[src/rtl/fetch.sv]
// Instruction fetch stage: owns the PC, drives a 1-cycle synchronous imem and
// hands {pc, inst} to decode through a 2-entry skid FIFO with redirect flush.
module fetch #(
  parameter logic [31:0] RESET_ADDR = 32'h0000_0000
) (
  input  logic        i_clk,
  input  logic        i_rst_n,
  output logic        o_imem_ren,
  output logic [31:0] o_imem_raddr,
  input  logic [31:0] i_imem_rdata,
  input  logic        i_redirect,
  input  logic [31:0] i_redirect_pc,
  output logic        o_valid,
  input  logic        i_ready,
  output logic [31:0] o_pc,
  output logic [31:0] o_inst
);

  localparam int unsigned XLEN  = 32;
  localparam int unsigned DEPTH = 2;
  localparam logic [XLEN-1:0] NOP = 32'h0000_0013;

  logic            run;
  logic [XLEN-1:0] pc;
  logic [XLEN-1:0] buf_pc   [DEPTH];
  logic [XLEN-1:0] buf_inst [DEPTH];
  logic            head;
  logic [1:0]      count;
  logic            inflight;
  logic [XLEN-1:0] inflight_pc;

  logic            pop;
  logic            push;
  logic            issue;
  logic            tail;
  logic [2:0]      occupancy;
  logic [XLEN-1:0] raddr;

  // Issue whenever the words already owed to decode leave a free FIFO slot.
  always_comb begin
    o_valid      = (count != 2'd0) & ~i_redirect;
    pop          = o_valid & i_ready;
    occupancy    = 3'(count) + 3'(inflight) - 3'(pop);
    issue        = run & ((occupancy < 3'd2) | i_redirect);
    raddr        = i_redirect ? {i_redirect_pc[XLEN-1:2], 2'b00} : pc;
    push         = inflight & ~i_redirect;
    tail         = head ^ count[0];
    o_imem_ren   = issue;
    o_imem_raddr = raddr;
    o_pc         = buf_pc[head];
    o_inst       = o_valid ? buf_inst[head] : NOP;
  end

  // run holds off the first request until the cycle after reset release.
  always_ff @(posedge i_clk or negedge i_rst_n) begin
    if (!i_rst_n) begin
      run         <= 1'b0;
      pc          <= RESET_ADDR;
      head        <= 1'b0;
      count       <= 2'd0;
      inflight    <= 1'b0;
      inflight_pc <= RESET_ADDR;
      for (int i = 0; i < DEPTH; i++) begin
        buf_pc[i]   <= RESET_ADDR;
        buf_inst[i] <= NOP;
      end
    end else begin
      run      <= 1'b1;
      inflight <= issue;
      if (issue) begin
        inflight_pc <= raddr;
        pc          <= raddr + 32'd4;
      end
      if (i_redirect) begin
        count <= 2'd0;
      end else begin
        if (push) begin
          buf_pc[tail]   <= inflight_pc;
          buf_inst[tail] <= i_imem_rdata;
        end
        if (pop) head <= ~head;
        count <= count + 2'(push) - 2'(pop);
      end
    end
  end

endmodule
[config.mk]
export PLATFORM = sky130hd
export DESIGN_NAME = fetch
export DESIGN_NICKNAME = d
export VERILOG_FILES = /design/src/rtl/fetch.sv
export SDC_FILE = /design/constraint.sdc
export NUM_CORES = 1
export LEC_CHECK = 0
export BUFFER_PORTS_ARGS = -buffer_cell sky130_fd_sc_hd__buf_2
export CORE_ASPECT_RATIO = 1.1
export CORE_UTILIZATION = 35
export DETAILED_ROUTE_END_ITERATION = 10
export HOLD_SLACK_MARGIN = 0.1
export PLACE_DENSITY = 0.55
export SETUP_SLACK_MARGIN = 0.2
export SLEW_MARGIN = 20
export SYNTH_ARGS = -nofsm -noshare
export SYNTH_HDL_FRONTEND = slang
export SYNTH_SLANG_ARGS = --single-unit
[constraint.sdc]
create_clock -name i_clk -period 5.2 [get_ports i_clk]
set_input_delay 0.26 -clock i_clk [delete_from_list [all_inputs] [get_ports i_clk]]
set_output_delay 0.26 -clock i_clk [all_outputs]
set_load 0.02 [all_outputs]
==> results of run 1 <==
==> power groups by stage <==
stage	clock network (mW)	logic, mW	registers [mW]
after floorplan	0	1.77	2.47
after global placement	0	2.26	2.63
after detailed placement	0	2.29	2.64
after CTS	1.44	2.31	2.62
after global routing	1.50	2.51	2.71
final	1.38	2.28	2.61
==> cell usage after synthesis (8+ instances only) <==
cell type and n:
sky130_fd_sc_hd__mux2i_1 46, sky130_fd_sc_hd__mux2_2 177, sky130_fd_sc_hd__buf_2 15, sky130_fd_sc_hd__nand4_1 10
sky130_fd_sc_hd__clkbuf_1 18, sky130_fd_sc_hd__nand3b_1 9, sky130_fd_sc_hd__dfrtp_1 189, sky130_fd_sc_hd__xor2_1 9
sky130_fd_sc_hd__nand2_1 108, sky130_fd_sc_hd__o21ai_0 34, sky130_fd_sc_hd__inv_1 16, sky130_fd_sc_hd__nand3_1 21
sky130_fd_sc_hd__nor2_1 36, sky130_fd_sc_hd__buf_1 8, sky130_fd_sc_hd__xnor2_1 16
==> state kept, by name, indices dropped and copies added (netlist names) <==
signal and count:
buf_inst 64, head 1, run 1, count 2
pc 30, inflight_pc 32, inflight 1, buf_pc 64
==> worst max-delay path, delay by kind of cell, from the launching register on <==
family,cells,cell delay (ns)
AO/OA/AOI/OAI,2,0.22
XOR/XNOR,1,0.14
adder cells (fa/ha/maj),1,0.42
buffers and inverters,4,1.63
flip-flops,1,0.45
AND/OR/NAND/NOR,3,0.70
==> per-stage QoR <==
stage / worst slack, ns / cell area, µm² / hold WS (ns) / util (%) / power [mW]
floorplan: 2.11 / 9310 / -0.0356 / - / 4.24
global placement: 1.39 / 10500 / 0.459 / 40.1 / 4.89
detailed placement: 1.35 / 10500 / 0.455 / 40.1 / 4.93
CTS: 0.869 / 11400 / 0.173 / 43.7 / 6.36
global route: 0.541 / 11500 / 0.216 / 43.8 / 6.71
finish: 0.934 / 11500 / 0.197 / 43.8 / 6.27
==> layout make-up <==
type / count / area share [%]
Sequential cell: 195 / 42.7
Multi-Input combinational cell: 533 / 36.4
Timing Repair Buffer: 210 / 11.2
Tap cell: 352 / 3.84
Clock buffer: 18 / 3.75
Clock inverter: 14 / 1.66
Inverter: 16 / 0.524
Antenna cell: 1 / 0.0218
==> cell families (layout without fill, tap and decap cells) <==
| group | Yosys count | after routing |
|---|---|---|
| flip-flops | 195 | 195 |
| AO/OA/AOI/OAI | 68 | 68 |
| multiplexers | 223 | 223 |
| buffers and inverters | 62 | 258 |
| AND/OR/NAND/NOR | 213 | 213 |
| adder cells (fa/ha/maj) | 3 | 3 |
| XOR/XNOR | 25 | 25 |
| other | 1 | 2 |
==> per-layer routing <==
layer	vias up	track usage (%)	part of all wire, %
met2	142	27.0	47
li1	3120	-	-
met5	-	0	0.11
met4	4	4.49	1.1
met1	3219	22.3	47
met3	20	4.06	5.0
==> what timing repair did <==
item | CTS | global route
gates resized for setup | 0 | 0
hold buffers | 33 | 0
hold endpoints to repair | 170 | 0
endpoints found under the setup margin | 0 | 0
==> how the worst max path moves through the flow <==
stage	from	slack (ns)	cells past startpoint	to
6_report	count[1]$_DFF_PN0_	0.93	11	o_imem_ren
5_1_grt	count[1]$_DFF_PN0_	0.54	11	o_imem_ren
3_5_place_dp	count[1]$_DFF_PN0_	1.35	11	o_imem_ren
2_1_floorplan	i_redirect	2.11	14	o_imem_ren
3_3_place_gp	count[1]$_DFF_PN0_	1.39	11	o_imem_ren
4_1_cts	count[1]$_DFF_PN0_	0.87	11	o_imem_ren
==> results summary, run 1 <==
The initial antenna violation count came out at 3. In this run the critical register-to-register path is launched from count[1]$_DFF_PN0_. Yosys attributes the largest share of cell area to sky130_fd_sc_hd__dfrtp_1, sky130_fd_sc_hd__mux2_2, sky130_fd_sc_hd__mux2i_1.

The clock-pin transition on the worst setup and hold timing paths is 0.07 ns. The number of cell instances on the worst register-to-register path came out at 11. The proportion of power drawn by flip-flops and latches came out at 41.6%. The cell taking the most area after synthesis is sky130_fd_sc_hd__dfrtp_1. The cell leakage power is 5.40 nW. The flow ran to the end, and the final reports show no timing, DRC or antenna violations. The global router's overall resource usage is 16.7%. The hold violation count in the final report came out at 0. Leaving out fill and tap cells, the most frequent cells in the layout are sky130_fd_sc_hd__dfrtp_1, sky130_fd_sc_hd__mux2_2, sky130_fd_sc_hd__buf_2. The die covers 0.0273 mm². The via count of the first global-routing pass came out at 6739. The effective utilization at floorplan is 35.6%. The total overflow reported by the global router is 0. The total placed cells including tap cells is 1272. The mean cell area of the mapped netlist is 11.8 µm². Pin placement for this block handled 166 I/O pins. The iteration-0 DRC count of the detailed router is 342.

The register area share after synthesis came out at 52.5%. The worst voltage drop across the vdd grid is 239 µV. Once the clock tree was built, the setup fixing pass inserted 0 buffers. The relative area change from synthesis to final layout is 23.1%. The worst-case clock skew is 0.0200 ns. The achievable clock frequency came out at 234 MHz.

At the worst endpoint, the required time is 4.94 ns. TritonCTS built the clock tree. Entering global routing, the biggest net connects 110 pins. The final weighted congestion in routability-driven placement is 0.795. The worst hold path endpoint is head$_DFFE_PN0P_. The net total in the final layout is 1044. The clock power share came out at 22.0%. The post-route antenna net violation count is 0. The mean routed wirelength per cell came out at 16.3 µm. In the final timing run, aggregate negative setup slack is 0 ns. For this design, the sink count on the clock tree is 195. Among all stages on the critical path, the largest delay is contributed by sky130_fd_sc_hd__inv_1. The count of warnings emitted by yosys came out at 0. In this run the critical register-to-register path is captured at inflight_pc[3]$_DFFE_PN0P_.

The number of slew-limit violations in the final report is 0. The area share of fa/ha/maj cells after synthesis is 0.484%. The slew of the pin with the lowest slew margin is 0.914 ns. The worst-skew pair later-pin latency is 0.44 ns. The signal on the critical path passes through o21bai_2 -> buf_4 -> inv_1 -> nand2_1 -> nor2_1 -> fa_1 -> xnor2_1 -> a21oi_1 -> nand2b_4 -> inv_1 -> buf_2. In this run the horizontal extent of the chip is 157 µm. The post-DP HPWL is 14400 µm. The type of element launching the critical path is a register.

The number of max-cap violations came out at 0. The core outline area came out at 0.0261 mm². The number of storage elements in the synthesis netlist is 195.

After synthesis, the netlist uses 49 different library cells. For this run, the number of standard cells in the final layout without fillers is 1339. The power share of the combinational group is 36.4%. The largest incremental delay on the critical path came out at 0.78 ns. The number of nets in the synthesized netlist is 861. In this run the clock root is driven by a sky130_fd_sc_hd__clkbuf_16. The cell count after synthesis is 790. The number of levels the H-tree was split into came out at 4. The global-route wire length before repair is 35500 µm. The minimum clock period came out at 4.27 ns. The worst hold path belongs to the class in2reg.

The maximum fanout count along the critical path is 47. Before antenna repair, the detailed router went through 4 iterations. The internal cell power came out at 4.04 mW. Counting stages on the worst path, the most repeated cell is sky130_fd_sc_hd__inv_1.

The die outline height came out at 173 µm. The power per unit of standard cell area is 547 mW/mm². Leaving out fill and tap cells, the most frequent cell in the layout is sky130_fd_sc_hd__dfrtp_1. By area, the combinational part of the netlist is dominated by multiplexers. The multiplexer share of the synthesized area is 26.4%.

The number of CTS-inserted buffers is 17. The xor/xnor cell area share of the yosys netlist is 2.35%. The register-to-register path setup slack came out at 1.41 ns. The area used by sequential logic in the layout is 0.00489 mm². The simple-gate portion of the synthesized area came out at 10.8%. The switching share of total power came out at 35.5%. The worst pin sits at a relative slew slack of 39.1%.

The average vias per placed instance is 4.86. The final number of setup-violating endpoints is 0. The worst hold path cell count came out at 3. The analysis attributes to net switching a power of 2.23 mW.

Setup repair after global routing left no endpoint under its margin. Yosys mapped a number of flops with a built-in enable equal to 0. The count of port buffers added during placement came out at 163. Fill cells in the final layout number 2527. The routed via count came out at 6505.

After synthesis, the share of flip-flops with an asynchronous set or reset is 100%. The final cycle utilization of the critical path is 82.0%. In this run the most critical hold path is launched from i_ready.

The proportion of layout cells with a drive suffix above 1 came out at 40.6%. The total wire length after detailed routing is 21900 µm. The most used flip-flop cell after synthesis is sky130_fd_sc_hd__dfrtp_1. The arrival time at the worst endpoint is 4.01 ns. By startpoint and endpoint, the worst setup path is classified as reg2out. The placement row count is 62.

The multi-input gate area in the final layout came out at 0.00417 mm². The worst setup path is captured at a primary output. After synthesis, the largest area contributor takes up 50.8% of total cell area.

The synthesized netlist devotes 4.46% of its cell area to compound gates. The netlist area before placement came out at 0.00931 mm². The number of buffers on the longest clock path came out at 2.

The number of remaining DRC errors came out at 0.
No activity file was read; power rests on OpenSTA's default activity.
==> run 2, diff against run 1 <==
--- a/config.mk
+++ b/config.mk
@@ -5,6 +5,7 @@
 export SDC_FILE = /design/constraint.sdc
 export NUM_CORES = 1
 export LEC_CHECK = 0
+export ABC_AREA = 1
 export BUFFER_PORTS_ARGS = -buffer_cell sky130_fd_sc_hd__buf_2
 export CORE_ASPECT_RATIO = 1.1
 export CORE_UTILIZATION = 35
==> constraint.sdc (replaced) <==
create_clock -name i_clk -period 4.4 [get_ports i_clk]
set_input_delay 0.22 -clock i_clk [delete_from_list [all_inputs] [get_ports i_clk]]
set_output_delay 0.22 -clock i_clk [all_outputs]
set_load 0.02 [all_outputs]
==> results summary, run 2 <==
The flow ran to the end, and the final reports show no timing, DRC or antenna violations. The arrival time at the worst endpoint is 3.06 ns (-0.95 ns). By count the netlist is led by sky130_fd_sc_hd__nand2_1, sky130_fd_sc_hd__dfrtp_1, sky130_fd_sc_hd__o21ai_0, sky130_fd_sc_hd__inv_1, sky130_fd_sc_hd__nor2_1. The net total in the final layout is 1511 (+45%).

The effective utilization at floorplan was 35.7% (+0.11 points). The number of CTS-inserted buffers came to 17 (unchanged). The global router's overall resource usage came out at 18.1% (+1.4 points). The number of slew-limit violations in the final report is 0 (unchanged). The slew of the pin with the lowest slew margin came out at 0.826 ns (-0.0882 ns). The die extent in x was 160 µm (+1.7%). The iteration-0 DRC count of the detailed router is 620 (+81%). By area the synthesized netlist is led by sky130_fd_sc_hd__dfrtp_1, sky130_fd_sc_hd__nand2_1, sky130_fd_sc_hd__o21ai_0. The xor/xnor cell area share of the yosys netlist is 0.455% (-1.9 points). The slack of the critical path came out at 1.12 ns (+0.181 ns).

The hold violation count in the final report came out at 0 (unchanged). The clock-pin transition on the worst setup and hold timing paths is 0.08 ns (about the same). After global routing, the most crowded layer is met2. The cell leakage power was 6.25 nW (+16%). The top cell type's share of synthesized area came out at 49.1% (-1.7 points). The cell at the root of the clock tree is sky130_fd_sc_hd__clkbuf_16.

The number of buffers on the longest clock path was 2 (unchanged). The worst-case clock skew is 0.0152 ns (-0.00476 ns). The post-placement worst setup slack is 1.22 ns (-0.126 ns). The met2 routing resource usage after global routing came out at 28.7% (+1.7 points).

The proportion of layout cells with a drive suffix above 1 is 19.5% (-21 points). The number of max-cap violations came out at 0 (unchanged). The post-DP HPWL was 16000 µm (+11%). The simple-gate portion of the synthesized area came to 30.2% (+19 points). The most used flip-flop cell after synthesis is sky130_fd_sc_hd__dfrtp_1. The switching share of total power came out at 42.4% (+6.8 points).

The share of flip-flops with an asynchronous set or reset after synthesis came out at 100% (unchanged). The normalized max-slew margin is 44.9% (+5.9 points). The number of nets in the synthesized netlist came out at 1344 (+56%). The netlist area before placement was 0.00963 mm² (+3.4%). The total wire length after detailed routing came out at 24700 µm (+13%). The register area share after synthesis is 50.8% (-1.7 points).

The worst hold path belongs to the class in2reg. The power per unit of standard cell area is 650 mW/mm² (+19%). Yosys instantiated no cell more often than sky130_fd_sc_hd__nand2_1. The routed via count is 8248 (+27%).

The type of element launching the critical path is a register. The final antenna diode count is 0 (-1). The die outline height came to 176 µm (+1.7%). The minimum clock period came out at 3.28 ns.

Leaving out fill and tap cells, the most frequent cell in the layout is sky130_fd_sc_hd__nand2_1. The number of hold-repair buffers added at the cts stage came out at 33 (unchanged). The met1 usage in global routing was 25.5% (+3.2 points). The number of iterations in the first detailed-routing pass came out at 5 (+1). The multi-input gate area in the final layout is 0.00395 mm² (-5.2%).

The count of clock tree sinks came out at 195 (unchanged). The largest registers in the layout are buf_inst: 64 flops, buf_pc: 64 flops, inflight_pc: 32 flops. The data required time at the worst endpoint is 4.18 ns (-0.76 ns). The total overflow reported by the global router is 0 (unchanged). The worst-skew pair later-pin latency is 0.43 ns (about the same). The worst setup path is of the reg2out kind. The via count of the first global-routing pass came out at 7733 (+15%).

The achievable clock frequency is 304 MHz. The area used by sequential logic in the layout came out at 0.00489 mm² (about the same). The met3 capacity usage during global routing is 2.77% (-1.3 points).

The final weighted congestion in routability-driven placement is 0.878 (+10%). The worst voltage drop across the vdd grid came out at 217 µV (-8.9%). The count of port buffers added during placement came out at 163 (unchanged). The area share of fa/ha/maj cells after synthesis is 0.468% (-0.016 points).

The number of enable-type register cells in the synthesized netlist was 0 (unchanged). The core outline area came out at 0.0270 mm² (+3.1%). The mean routed wirelength per cell is 13.6 µm (-17%). The proportion of power drawn by flip-flops and latches came out at 39.7% (-1.9 points). The power share of the combinational group came out at 39.9% (+3.5 points). The number of remaining DRC errors was 0 (unchanged). The global-route wire length before repair came out at 40800 µm (+15%). The placement row count was 63 (+1.6%). The largest family of logic cells by synthesized area is simple AND/OR/NAND/NOR gates.

The internal cell power is 4.36 mW (+7.8%). The number of placed I/O pins is 166 (unchanged). The multiplexer share of the synthesized area is 0% (-26 points). The fill cell instance count of the final layout is 2837 (+12%).

The count of buffers added by post-CTS timing repair for setup is 0 (unchanged). The average vias per placed instance came to 4.56 (-6.2%). The area of the die is 0.0282 mm² (+3.4%). The cell count after synthesis came out at 1273 (+61%). Setup repair after global routing left no endpoint under its margin. The largest total area in the synthesized netlist belongs to sky130_fd_sc_hd__dfrtp_1. The post-route antenna net violation count came out at 0 (unchanged). The number of levels the H-tree was split into came out at 4 (unchanged).

The maximum fanout count along the critical path is 54 (+15%). The share of the core filled with cells is 43.2% (-0.65 points). The initial antenna violation count is 0 (-3). The number of storage elements in the synthesis netlist is 195 (unchanged). The CTS tree is done.

The switching power is 3.20 mW (+44%). The clock power share came out at 20.4% (-1.6 points). The count of warnings emitted by yosys came out at 0 (unchanged). The final number of setup-violating endpoints came out at 0 (unchanged).

The worst path uses 74.7% of the clock period. The count of distinct cell types in the synthesized netlist is 35 (-29%). The area fraction in compound gates after synthesis is 9.64% (+5.2 points). The largest net degree at the start of global routing came to 120 (+9.1%). The total of cells resized after clock tree synthesis is 0 (unchanged).

The final setup TNS was 0 ns (unchanged). The mean cell area of the mapped netlist came out at 7.56 µm² (-36%). From synthesis to final layout, the design area changed by 20.9%. The worst setup path is captured at a primary output. The library cells used most frequently in the layout, excluding fill and tap cells, are sky130_fd_sc_hd__nand2_1, sky130_fd_sc_hd__dfrtp_1, sky130_fd_sc_hd__buf_2.
## run 2: stage by stage
stage	hold slack (ns)	instances	power [mW]	instance area [µm²]
2_1_floorplan	-0.0756	1273	5.10	9630
3_3_place_gp	0.455	1744	6.02	10700
3_5_place_dp	0.465	1744	6.08	10700
4_1_cts	0.155	1809	7.69	11600
5_1_grt	0.175	1810	8.25	11600
6_report	0.178	1810	7.56	11600
## run 2: power groups by stage
stage,clock [mW],combinational (mW),sequential (mW)
after detailed placement,0,3.05,3.03
after floorplan,0,2.19,2.91
after CTS,1.61,3.08,3.00
final,1.54,3.02,3.00
after global routing,1.68,3.46,3.11
after global placement,0,3.01,3.02
## run 2: logic make-up after synthesis
family | count (synthesis)
DFF | 195
other | 1
buffers and inverters | 190
AOI/OAI and AO/OA | 180
xor gates and xnor gates | 5
adders and majority gates | 3
and+or+nand+nor | 699
## run 2: worst paths after layout
| kind | slack [ns] | cells after the start | start | to |
|---|---|---|---|---|
| max reg2reg | 1.49 | 13 | count[1]$_DFF_PN0_ | pc[16]$_DFFE_PN0P_ |
| max | 1.12 | 11 | count[1]$_DFF_PN0_ | o_imem_ren |
| min | 0.18 | 5 | i_redirect_pc[3] | inflight_pc[3]$_DFFE_PN0P_ |
| min in group asynchronous | 0.32 | 2 | i_rst_n | buf_inst[55]$_DFFE_PN0P_ |
| max in group asynchronous | 2.93 | 4 | i_rst_n | buf_pc[62]$_DFFE_PN0P_ |
| min reg2reg | 0.48 | 2 | pc[3]$_DFFE_PN0P_ | pc[3]$_DFFE_PN0P_ |
## run 2: worst max-delay path: stages, from the launching register on
cell and delay [ns]:
sky130_fd_sc_hd__dfrtp_1 0.44, sky130_fd_sc_hd__o21ai_0 0.16, sky130_fd_sc_hd__nor2_1 0.23, sky130_fd_sc_hd__nand2_1 0.16, sky130_fd_sc_hd__nand2_1 0.09, sky130_fd_sc_hd__nand2_1 0.06
sky130_fd_sc_hd__fa_1 0.48, sky130_fd_sc_hd__nand2_1 0.04, sky130_fd_sc_hd__nand3b_1 0.16, sky130_fd_sc_hd__nand2_2 0.09, sky130_fd_sc_hd__buf_4 0.45, sky130_fd_sc_hd__buf_2 0.27
## run 2: routing by layer
layer,vias up,wire length (µm)
met1,3767,12100
met4,0,329
met2,214,11300
met5,-,0
met3,20,955
li1,4247,-
## run 2: area by class of cell
| cell class | instances | area share (%) |
|---|---|---|
| Clock inverter | 14 | 1.26 |
| Inverter | 127 | 4.14 |
| Clock buffer | 18 | 3.69 |
| Sequential cell | 195 | 42.0 |
| Multi-Input combinational cell | 888 | 33.9 |
| Tap cell | 357 | 3.84 |
| Timing Repair Buffer | 211 | 11.2 |
